**src/rtl/lcd1602_sequencer.sv**
```systemverilog
// lcd1602_sequencer: HD44780/1602A command/data sequencer.
// Runs the 4-bit power-on initialisation, then forwards host bytes to the
// byte-level LCD bus driver. After each byte it waits out the controller's
// execution time. A watchdog on the driver handshake flags a stuck driver.
module lcd1602_sequencer #(
   parameter int CLK_MHZ        = 20,
   parameter int LINES          = 1,
   parameter int DRV_TIMEOUT_US = 1000
) (
   input  logic       clk,
   input  logic       rst_n,
   input  logic       host_valid,
   input  logic [7:0] host_data,
   input  logic       host_is_data,
   output logic       host_ready,
   input  logic       reinit,
   output logic       drv_en,
   output logic [7:0] drv_data,
   output logic       drv_is_data,
   input  logic       drv_done,
   output logic       init_done,
   output logic       busy,
   output logic       drv_error
);

   typedef enum logic [2:0] {
      PWR_WAIT  = 3'd0,
      INIT_CMD  = 3'd1,
      INIT_WAIT = 3'd2,
      IDLE      = 3'd3,
      XFER      = 3'd4,
      POST_WAIT = 3'd5
   } state_e;

   // Delay counter load values are N-1 so that a wait state lasts exactly N cycles.
   localparam logic [19:0] LD_PWR  = 20'(15000 * CLK_MHZ - 1);
   localparam logic [19:0] LD_4100 = 20'(4100 * CLK_MHZ - 1);
   localparam logic [19:0] LD_1640 = 20'(1640 * CLK_MHZ - 1);
   localparam logic [19:0] LD_100  = 20'(100 * CLK_MHZ - 1);
   localparam logic [19:0] LD_42   = 20'(42 * CLK_MHZ - 1);
   localparam logic [31:0] TO_LAST = 32'(DRV_TIMEOUT_US * CLK_MHZ - 1);
   localparam logic [7:0]  FN_SET  = (LINES != 0) ? 8'h28 : 8'h20;
   localparam logic [2:0]  IDX_LAST = 3'd5;

   // Initialisation ROM: command byte for each step.
   function automatic logic [7:0] rom_byte(input logic [2:0] idx);
      logic [7:0] b;
      case (idx)
         3'd0:    b = 8'h33;
         3'd1:    b = 8'h32;
         3'd2:    b = FN_SET;
         3'd3:    b = 8'h0C;
         3'd4:    b = 8'h01;
         3'd5:    b = 8'h06;
         default: b = 8'h00;
      endcase
      return b;
   endfunction

   // Initialisation ROM: execution delay (as a counter load value) for each step.
   function automatic logic [19:0] rom_delay(input logic [2:0] idx);
      logic [19:0] d;
      case (idx)
         3'd0:    d = LD_4100;
         3'd1:    d = LD_100;
         3'd4:    d = LD_1640;
         default: d = LD_42;
      endcase
      return d;
   endfunction

   // Clear-display and return-home are the slow commands; everything else is 42 us.
   function automatic logic [19:0] post_delay(input logic [7:0] b, input logic is_data);
      logic [19:0] d;
      if (!is_data && (b == 8'h01 || b == 8'h02 || b == 8'h03)) begin
         d = LD_1640;
      end else begin
         d = LD_42;
      end
      return d;
   endfunction

   state_e      state_q, state_d;
   logic [19:0] cnt_q, cnt_d;
   logic [2:0]  idx_q, idx_d;
   logic [31:0] to_cnt_q, to_cnt_d;
   logic        drv_en_q, drv_en_d;
   logic [7:0]  drv_data_q, drv_data_d;
   logic        drv_is_data_q, drv_is_data_d;
   logic        init_done_q, init_done_d;
   logic        host_ready_q, host_ready_d;
   logic        busy_q, busy_d;
   logic        drv_error_q, drv_error_d;

   logic        timeout_s;
   logic        finish_s;
   logic        hs_s;

   // Next-state and output logic for the sequencer FSM.
   always_comb begin
      state_d       = state_q;
      cnt_d         = (cnt_q != 20'd0) ? (cnt_q - 20'd1) : cnt_q;
      idx_d         = idx_q;
      to_cnt_d      = drv_en_q ? (to_cnt_q + 32'd1) : 32'd0;
      drv_en_d      = drv_en_q;
      drv_data_d    = drv_data_q;
      drv_is_data_d = drv_is_data_q;
      init_done_d   = init_done_q;
      drv_error_d   = drv_error_q;

      timeout_s = drv_en_q && !drv_done && (to_cnt_q == TO_LAST);
      finish_s  = drv_en_q && (drv_done || timeout_s);
      hs_s      = host_valid && host_ready_q && !reinit;

      case (state_q)
         PWR_WAIT: begin
            if (cnt_q == 20'd0) begin
               state_d       = INIT_CMD;
               drv_en_d      = 1'b1;
               drv_data_d    = rom_byte(idx_q);
               drv_is_data_d = 1'b0;
            end else begin
               state_d = PWR_WAIT;
            end
         end
         INIT_CMD: begin
            if (finish_s) begin
               drv_en_d    = 1'b0;
               cnt_d       = rom_delay(idx_q);
               state_d     = INIT_WAIT;
               drv_error_d = drv_error_q | timeout_s;
            end else begin
               state_d = INIT_CMD;
            end
         end
         INIT_WAIT: begin
            if (cnt_q == 20'd0) begin
               idx_d = idx_q + 3'd1;
               if (idx_q == IDX_LAST) begin
                  state_d     = IDLE;
                  init_done_d = 1'b1;
               end else begin
                  state_d       = INIT_CMD;
                  drv_en_d      = 1'b1;
                  drv_data_d    = rom_byte(idx_q + 3'd1);
                  drv_is_data_d = 1'b0;
               end
            end else begin
               state_d = INIT_WAIT;
            end
         end
         IDLE: begin
            if (hs_s) begin
               state_d       = XFER;
               drv_en_d      = 1'b1;
               drv_data_d    = host_data;
               drv_is_data_d = host_is_data;
            end else begin
               state_d = IDLE;
            end
         end
         XFER: begin
            if (finish_s) begin
               drv_en_d    = 1'b0;
               cnt_d       = post_delay(drv_data_q, drv_is_data_q);
               state_d     = POST_WAIT;
               drv_error_d = drv_error_q | timeout_s;
            end else begin
               state_d = XFER;
            end
         end
         POST_WAIT: begin
            if (cnt_q == 20'd0) begin
               state_d = IDLE;
            end else begin
               state_d = POST_WAIT;
            end
         end
         default: begin
            state_d  = PWR_WAIT;
            cnt_d    = LD_PWR;
            idx_d    = 3'd0;
            drv_en_d = 1'b0;
         end
      endcase

      // Reinit overrides everything, including a same-cycle host handshake.
      if (reinit) begin
         state_d     = PWR_WAIT;
         cnt_d       = LD_PWR;
         idx_d       = 3'd0;
         drv_en_d    = 1'b0;
         init_done_d = 1'b0;
      end else begin
         init_done_d = init_done_d;
      end

      // IDLE is only reachable with init complete, so ready tracks the IDLE state.
      host_ready_d = (state_d == IDLE);
      busy_d       = (state_d != IDLE);
   end

   // State and registered-output update.
   always_ff @(posedge clk or negedge rst_n) begin
      if (!rst_n) begin
         state_q       <= PWR_WAIT;
         cnt_q         <= LD_PWR;
         idx_q         <= 3'd0;
         to_cnt_q      <= 32'd0;
         drv_en_q      <= 1'b0;
         drv_data_q    <= 8'h00;
         drv_is_data_q <= 1'b0;
         init_done_q   <= 1'b0;
         host_ready_q  <= 1'b0;
         busy_q        <= 1'b1;
         drv_error_q   <= 1'b0;
      end else begin
         state_q       <= state_d;
         cnt_q         <= cnt_d;
         idx_q         <= idx_d;
         to_cnt_q      <= to_cnt_d;
         drv_en_q      <= drv_en_d;
         drv_data_q    <= drv_data_d;
         drv_is_data_q <= drv_is_data_d;
         init_done_q   <= init_done_d;
         host_ready_q  <= host_ready_d;
         busy_q        <= busy_d;
         drv_error_q   <= drv_error_d;
      end
   end

   assign host_ready  = host_ready_q;
   assign drv_en      = drv_en_q;
   assign drv_data    = drv_data_q;
   assign drv_is_data = drv_is_data_q;
   assign init_done   = init_done_q;
   assign busy        = busy_q;
   assign drv_error   = drv_error_q;

endmodule
```
**config.mk**
```make
export PLATFORM = sky130hd
export DESIGN_NAME = lcd1602_sequencer
export DESIGN_NICKNAME = d
export VERILOG_FILES = /design/src/rtl/lcd1602_sequencer.sv
export SDC_FILE = /design/constraint.sdc
export NUM_CORES = 1
export LEC_CHECK = 0
export BUFFER_PORTS_ARGS = -buffer_cell sky130_fd_sc_hd__buf_2
export CAP_MARGIN = 20
export CORE_ASPECT_RATIO = 0.9
export CORE_MARGIN = 2
export CORE_UTILIZATION = 35
export DETAILED_ROUTE_END_ITERATION = 10
export GPL_ROUTABILITY_DRIVEN = 0
export GPL_TIMING_DRIVEN = 0
export SLEW_MARGIN = 10
export SYNTH_ARGS = -nofsm -noshare
export SYNTH_HDL_FRONTEND = slang
export SYNTH_SLANG_ARGS = --single-unit
```
**constraint.sdc**
```tcl
create_clock -name clk -period 2.3 [get_ports clk]
set_input_delay 0.345 -clock clk [delete_from_list [all_inputs] [get_ports clk]]
set_output_delay 0.345 -clock clk [all_outputs]
set_load 0.05 [all_outputs]
```
==> Word-level counts from Yosys, hierarchy flattened <==
Cells that the tools add are included.
{ "word_totals": {"register_bits": 72, "input_bits": 14, "output_inout_bits": 14} }
{ "classes": {"addsub": 3, "n_eq_ne": 32, "muxes": 43, "n_bitwise": 1, "reduce_logical": 29} }
{ "op_table": {"columns": ["op", "n"], "rows": [
  ["20-bit 2-to-1 mux", 4],
  ["6-bit case mux with 6 select lines", 2],
  ["20-bit case mux with 3 select lines", 1],
  ["17-bit case mux with 3 select lines", 1],
  ["32-bit by 1-bit adder with 32-bit output (second input constant)", 1],
  ["32-bit by 15-bit equality test with 1-bit output (second input constant)", 1],
  ["32-bit 2-to-1 mux", 1],
  ["8-bit 2-to-1 mux", 4],
  ["8-bit case mux with 3 select lines", 1],
  ["3-bit by 2-bit equality test with 1-bit output (second input constant)", 7],
  ["20-bit zero test", 1],
  ["20-bit nonzero test", 1],
  ["20-bit by 1-bit subtractor with 20-bit output (second input constant)", 1],
  ["3-bit equality test (second input constant)", 6],
  ["3-bit 2-to-1 mux", 6],
  ["3-bit case mux with 6 select lines", 1],
  ["8-bit by 2-bit equality test with 1-bit output (second input constant)", 2],
  ["1-bit 2-to-1 mux", 16],
  ["16-bit 2-to-1 mux", 1],
  ["3-bit != test (second input constant)", 4],
  ["2-bit != test (second input constant)", 5],
  ["3-bit by 1-bit equality test with 1-bit output (second input constant)", 3],
  ["3-bit zero test", 3],
  ["8-bit by 1-bit equality test with 1-bit output (second input constant)", 1],
  ["21 further kinds", 34]
]} }

==> Longest topological paths before layout <==
Gate-level depths: netlist of the first run.
{ "logic_depth": {"depth_word": 9, "ltp_mapped": 8, "mapped_depth_nobuf": 7} }

==> Worst setup path before layout of the first run <==
OpenSTA, ideal clock, no wires.
{ "synth_timing": {"kind": "reg2reg", "start": "register cnt_q[16]", "end": "register drv_data_q[0], in the netlist drv_data[0]", "setup_time_ns": 0.125, "t_arrival_ns": 2.213, "t_required_ns": 2.175, "slack_ns": -0.038, "stages_incl_launch_ff": 7, "path_buffers": 1, "synth_period_minus_slack_ns": 2.338, "path_cell_list": "dfrtp_1 > or4_2 > or2_1 > clkbuf_1 > nor2_4 > a31o_2 > mux2_2"} }
{ "synth_between": {"elab_chain_cells": 3, "elab_cells_between_ends": 4, "cone_classes": "eq/ne: 2; reduce/logical: 2"} }
{ "synth_rtl": {"columns": ["element", "line_no", "source"], "rows": [
  ["start, declared", "84", "logic [19:0] cnt_q, cnt_d;"],
  ["start signal, assigned", "219", "cnt_q <= cnt_d;"],
  ["20-bit zero test (*)", "117, 137", null],
  ["2-bit != test (no line)", null, null],
  ["5-bit AND reduction (no line) (*)", null, null],
  ["end signal, assigned", "223", "drv_data_q <= drv_data_d;"],
  ["end, declared", "88", "logic [7:0] drv_data_q, drv_data_d;"]
]} }
Mark *: on every way between the ends. The rest lies on a longest branch, timed or not.
A chain may end at the register's enable or synchronous reset.

==> Worst setup path after layout of the first run <==
{ "layout_timing": {"start": "register cnt_q[11]", "end": "register drv_data_q[3], in the netlist drv_data[3]"} }
The elaborated chain is that of the path after synthesis.

==> out/metrics.csv, run 1 <==
stage;metric;value;unit
detailed_routing;Vias/cell;5.74;
worst_setup_path;critical path's slowest cell;or4_1;
yosys;Synth Flop Type;dfrtp_1;
timing;Slew headroom;51.6;%
worst_setup_path;Crit path required time;2520;ps
die;Die Ht;110;um
global_routing;initial antenna violation count;0;
layout;share of cells above drive strength 1;20.7;%
clocking;clock latency on the worst-skew pair;340;ps
worst_setup_path;Slowest Stage Delay on Critical Path;550;ps
timing;Final Hold Fails;0;
worst_setup_path;Worst setup EP type;flip-flop;
power;leakage;2.06;nW
yosys;syn nets;496;
clocking;Clock Sink Count;72;
yosys;Synth Instances;471;
run_status;status;complete, no violations;
layout;commonest non-fill, non-tap cell in the layout;dfrtp_1;
timing;Tcrit/Tclk final;99.7;%
clocking;clock buffer depth;2;
layout;Layout Nets;538;
yosys;Avg Inst Size Synth;9.31;um2
yosys;register area share after synthesis;41.5;%
yosys;synth warn;0;
yosys;Unique masters post-synth;75;
die;Die W;122;um
die;row cnt;38;
global_routing;Total GRT Usage;17.7;%
detailed_routing;DRC Markers;0;
run;number of max-cap violations;0;
detailed_routing;total wire length;11600;um
global_routing;vias in the first global route;3715;
worst_setup_path;cells along the critical path;or4_1 -> buf_6 -> or2_4 -> nor2_4 -> a31o_4 -> mux2_2;
global_routing;total gr overflow;0;
min_path;Hold Path Sink;drv_data[6];
layout;P&R area growth vs syn;19.2;%
min_path;Hold WC Path Type;in2reg;
layout;FILL cells;1203;
clocking;htree depth;3;
global_routing;largest net degree at the start of global routing;47;
detailed_routing;first-pass detailed-route iteration total;5;
clocking;clock slew at reported path FFs;60;ps
clocking;clk root buf;clkbuf_16;
die;I/O Pins;28;
yosys;EDFF count, synth;0;
worst_setup_path;Setup CP Type;reg2reg;
timing;fin crit period;2290;ps
clocking;CTS tree;built;
place;DPL Wire Length;8180;um
global_routing;first-pass GRT wire length;18600;um
die;floorplan core area;12100;um2
yosys;mapped cell area;4380;um2
die;Die ar.;13400;um2
timing;Clock Skew;6.48;ps
detailed_routing;Final ANT Viol Nets;0;
detailed_routing;initial drt markers;218;
min_path;Min-Delay Path Depth;2;
min_path;Hold Startpoint;host_data[6];
detailed_routing;vias;3884;
timing;final setup margin;6.56;ps
power;maximum vdd drop;0.351;mV
timing;Slew Limit Fails;0;
clocking;TritonCTS Buffers;9;
die;Initial Util;36.2;%
timing;Worst-Margin Slew;720;ps
layout;leading cell types in the layout, fill and taps excluded;dfrtp_1 (57), nor2_1 (50), buf_2 (26);
worst_setup_path;worst r2r path cells;6;
place;port bufs;27;
worst_setup_path;worst path arrival time;2520;ps
detailed_routing;routed len/inst;17.1;um
worst_setup_path;FF-to-FF End;drv_data[3];
timing;final setup fails;0;
place;placed cells;659;
layout;Finished Layout Cells;677;
timing;RSZ-0062 raised after global routing;yes;
place;worst slack at placement;-307;ps
power;PwrDens;530;nW/um2
worst_setup_path;reg-to-reg slack, setup;7;ps
yosys;Synth Register Bits;72;
worst_setup_path;worst r2r src;cnt_q[11];
worst_setup_path;crit path max fanout;7;
worst_setup_path;Setup crit start kind;flip-flop;
yosys;asr flop ratio synth;100;%
layout;Antenna diodes;0;
timing;fmax;436;MHz
-- per-stage QoR --
step | cell area (um2) | TNS (ps) | utilization (%) | total power [mW] | hold WS, ps
final | 5230 | 0 | 43.1 | 2.77 | 238
after global routing | 5230 | -130 | 43.1 | 2.87 | 244
after CTS | 5120 | 0 | 42.2 | 2.81 | 225
after detailed placement | 4760 | -5350 | 39.3 | 1.41 | 306
after global placement | 4730 | -6060 | 39.0 | 1.40 | 466
after floorplan | 4400 | 0 | - | 1.35 | 49.4
-- timing repair --
item / in CTS / in global routing
gates resized for setup: 13 / 23
endpoints found under the setup margin: 35 / 41
gates cloned: 0 / 0
hold buffers: 1 / 0
hold endpoints to repair: 20 / 0
buffers inserted: 2 / 5
pin swaps: 3 / 4
-- flip-flops by register name (all words and copies together) (netlist names) --
name and cells:
to_cnt_q 32, cnt_q 20, drv_data 8, idx_q 3
state_q 3, busy 1, drv_en 1, drv_error 1
drv_is_data 1, host_ready 1, init_done 1
-- routing by layer --
metal | track usage (%) | up-vias | wire length [um]
met1 | 23.5 | 1917 | 5350
met3 | 4.42 | 21 | 586
li1 | - | 1836 | -
met2 | 27.9 | 110 | 5390
met5 | 0 | - | 0
met4 | 6.49 | 0 | 255
-- cell families (layout without fill, tap and decap cells) --
kind of cell,count (synthesis),in the layout,synth area share (%)
and+or+nand+nor,206,206,26.2
adders and majority gates,11,11,3.14
xor gates and xnor gates,43,43,8.59
muxes,8,8,2.00
AOI/OAI and AO/OA,99,99,15.6
buffers and inverters,32,78,3.00
DFF,72,72,41.5
-- worst max-delay path by stage --
stage / from / to / slack [ps] / cells past startpoint
finish: cnt_q[11] / drv_data[3] / 7 / 6
global route: cnt_q[8] / cnt_q[14] / -20 / 6
CTS: to_cnt_q[13] / cnt_q[15] / 10 / 6
detailed placement: cnt_q[11] / drv_data[5] / -310 / 7
global placement: cnt_q[11] / drv_data[3] / -310 / 7
floorplan: cnt_q[11] / drv_data[0] / 5 / 7
-- where the power goes --
group / total, mW / switching (mW) / internal, mW
sequential: 1.29 / 0.0104 / 1.28
clock: 1.38 / 0.519 / 0.862
combinational: 0.0978 / 0.0625 / 0.0353
-- cell usage after synthesis, types with 3 or more instances --
cell,n,share of area (%)
dfrtp_1,59,34
nor2_1,51,4.4
nand2_1,24,2.1
nand3_1,23,2.6
xor2_1,22,4.4
o21ai_0,21,2.4
xnor2_1,21,4.2
a21oi_1,20,2.3
clkbuf_1,19,1.6
nor4_1,19,2.7
nor3_1,14,1.6
dfstp_2,13,7.8
nand4_1,12,1.7
ha_1,11,3.1
inv_1,9,0.77
nor2b_1,7,1.0
a211o_1,6,1.2
and2_1,6,0.86
and4_1,6,1.2
a31oi_1,5,0.71
and3_1,5,0.71
nor3b_1,5,0.86
or3_1,5,0.71
or4_1,5,0.86
mux2_2,4,1.0
o211ai_1,4,0.68
o31ai_1,4,0.68
a2111oi_0,3,0.60
a211oi_1,3,0.51
a22o_1,3,0.60
o21a_1,3,0.51
o32ai_1,3,0.60
-- area by class of cell --
cell class              instances  area (um2)  share of cell area, %
flip-flops and latches         72        1820                   34.8
clock inverters                 3        42.5                  0.814
inverters                       9        33.8                  0.646
plain buffers                  18        92.6                   1.77
repair buffers                 36         228                   4.36
clock buffers                  12         246                   4.72
well taps                     160         200                   3.83
multi-input cells             367        2560                   49.0
-- critical path, delay by kind of cell (launching register included) --
kind	cells	cell delay, ps
multiplexers	1	340
AO/OA/AOI/OAI	1	230
flip-flops	1	430
buffers and inverters	1	160
AND/OR/NAND/NOR	3	1010
(Power assumes the default switching activity.)
==> inputs of run 2 (changes only) <==
CORE_UTILIZATION = 51   (was 35)
PLACE_DENSITY = 0.72   (was default)
==> out/metrics.csv, run 2 (synthesized netlist as in run 1, its figures left out) <==
stage;metric;value;unit;change
timing;Tcrit/Tclk final;100;%;+0.47 points
die;floorplan core area;8450;um2;-30%
die;Die ar.;9360;um2;-30%
worst_setup_path;critical path's slowest cell;or4_4;;
worst_setup_path;worst path arrival time;2590;ps;+70 ps
worst_setup_path;Slowest Stage Delay on Critical Path;490;ps;-60 ps
worst_setup_path;worst r2r src;cnt_q[8];;
timing;final setup fails;1;;+1
run;number of max-cap violations;0;;unchanged
detailed_routing;routed len/inst;17.0;um;-0.47%
run_status;status;complete, but fails checks;;
min_path;Hold WC Path Type;in2reg;;
global_routing;vias in the first global route;3635;;-2.2%
clocking;clock slew at reported path FFs;90;ps;+30 ps
timing;Slew Limit Fails;0;;unchanged
layout;share of cells above drive strength 1;21.9;%;+1.2 points
global_routing;Total GRT Usage;24.5;%;+6.8 points
layout;leading cell types in the layout, fill and taps excluded;dfrtp_1 (57), nor2_1 (50), buf_2 (26);;
clocking;CTS tree;built;;
detailed_routing;initial drt markers;251;;+15%
detailed_routing;total wire length;10900;um;-6.1%
worst_setup_path;FF-to-FF End;cnt_q[14];;
timing;Clock Skew;11.7;ps;+5.25 ps
timing;RSZ-0062 raised after global routing;yes;;
min_path;Hold Startpoint;host_data[7];;
worst_setup_path;reg-to-reg slack, setup;-4;ps;about the same
timing;Worst-Margin Slew;693;ps;-27.3 ps
place;port bufs;27;;unchanged
worst_setup_path;Setup crit start kind;flip-flop;;
clocking;htree depth;3;;unchanged
die;Initial Util;51.9;%;+16 points
global_routing;total gr overflow;0;;unchanged
timing;Final Hold Fails;0;;unchanged
place;DPL Wire Length;7600;um;-7.0%
clocking;Clock Sink Count;72;;unchanged
layout;Layout Nets;540;;+0.37%
worst_setup_path;crit path max fanout;4;;-3
detailed_routing;vias;3873;;-0.28%
power;total power;2.31;mW;-17%
timing;fin crit period;2300;ps;+10.9 ps
worst_setup_path;cells along the critical path;or3_1 -> buf_6 -> or4_4 -> or4_4 -> a211o_1 -> a21oi_2;;
worst_setup_path;Setup CP Type;reg2reg;;
min_path;Hold Path Sink;drv_data[7];;
layout;max reg flops;32;;unchanged
worst_setup_path;Crit path required time;2590;ps;+70 ps
die;Die W;102;um;-17%
layout;commonest non-fill, non-tap cell in the layout;dfrtp_1;;
run_status;failing checks;setup timing;;
layout;register with the most flip-flops;to_cnt_q;;
die;I/O Pins;28;;unchanged
detailed_routing;Vias/cell;6.06;;+5.6%
timing;final setup margin;-4.32;ps;-10.9 ps
power;leakage;2.03;nW;-1.8%
layout;Antenna diodes;0;;unchanged
worst_setup_path;Worst setup EP type;flip-flop;;
die;row cnt;32;;-16%
global_routing;first-pass GRT wire length;18200;um;-2.4%
clocking;clock buffer depth;2;;unchanged
layout;P&R area growth vs syn;16.6;%;
clocking;clock latency on the worst-skew pair;360;ps;+20 ps
worst_setup_path;worst r2r path cells;6;;unchanged
timing;fmax;434;MHz;-0.47%
global_routing;initial antenna violation count;0;;unchanged
layout;FILL cells;718;;-40%
detailed_routing;DRC Markers;0;;unchanged
detailed_routing;Final ANT Viol Nets;0;;unchanged
die;Die Ht;92.0;um;-17%
power;maximum vdd drop;0.347;mV;-1.4%
min_path;Min-Delay Path Depth;2;;unchanged
worst_setup_path;most frequent CP cell;or4_4;;
power;PwrDens;452;nW/um2;-15%
clocking;TritonCTS Buffers;9;;unchanged
detailed_routing;first-pass detailed-route iteration total;5;;unchanged
timing;Slew headroom;53.4;%;+1.8 points
place;worst slack at placement;-280;ps;+27.7 ps
clocking;clk root buf;clkbuf_8;;
global_routing;largest net degree at the start of global routing;54;;+15%
run 2: area by class of cell:
cell class / count / area [um2] / share of cell area, %
Clock buffer: 9 / 124 / 2.42
Inverter: 9 / 33.8 / 0.661
Sequential cell: 72 / 1820 / 35.6
Buffer: 18 / 96.3 / 1.88
Tap cell: 119 / 149 / 2.91
Timing Repair Buffer: 38 / 243 / 4.75
Multi-Input combinational cell: 367 / 2590 / 50.7
Clock inverter: 7 / 53.8 / 1.05
run 2: worst max-delay path by stage:
stage / cells after the start / endpoint / slack [ps] / from
3_5_place_dp: 7 / drv_data[3] / -280 / cnt_q[11]
3_3_place_gp: 7 / drv_data[3] / -270 / cnt_q[11]
4_1_cts: 7 / cnt_q[6] / 7 / to_cnt_q[5]
2_1_floorplan: 7 / drv_data[0] / 5 / cnt_q[11]
6_report: 6 / cnt_q[14] / -4 / cnt_q[8]
5_1_grt: 5 / cnt_q[14] / -70 / cnt_q[2]
run 2: layer usage:
metal | up-vias | routed length [um] | global-route usage (%)
li1 | 1845 | - | -
met1 | 1906 | 5040 | 36.3
met2 | 106 | 5130 | 36.7
met3 | 16 | 559 | 4.73
met4 | 0 | 156 | 6.19
met5 | - | 0 | 0
run 2: power breakdown:
part / switching [mW] / internal, mW
Sequential: 0.0108 / 1.28
Combinational: 0.0595 / 0.0347
Clock: 0.526 / 0.400
run 2: worst max-delay path: cells and delay by family (launching register included):
family          cells  cell delay, ps
compound gates      2             450
buf+inv             1             140
flops               1             370
simple gates        3            1290
run 2: per-stage QoR:
| stage | util (%) | TNS (ps) | area [um2] | instances | hold slack [ps] |
|---|---|---|---|---|---|
| floorplan | - | 0 | 4400 | 471 | 49.4 |
| global placement | 55.4 | -4740 | 4680 | 617 | 464 |
| detailed placement | 55.8 | -5550 | 4710 | 618 | 254 |
| CTS | 58.8 | 0 | 4970 | 636 | 214 |
| global route | 60.5 | -110 | 5110 | 639 | 202 |
| finish | 60.5 | -4.32 | 5110 | 639 | 217 |
run 2: repair_timing:
item                       CTS  global route
pin swaps                    2             6
setup buffers                3             6
hold endpoints to repair    16             0
gates resized for setup     13            30
hold buffers                 1             0
setup endpoints to repair   36            52
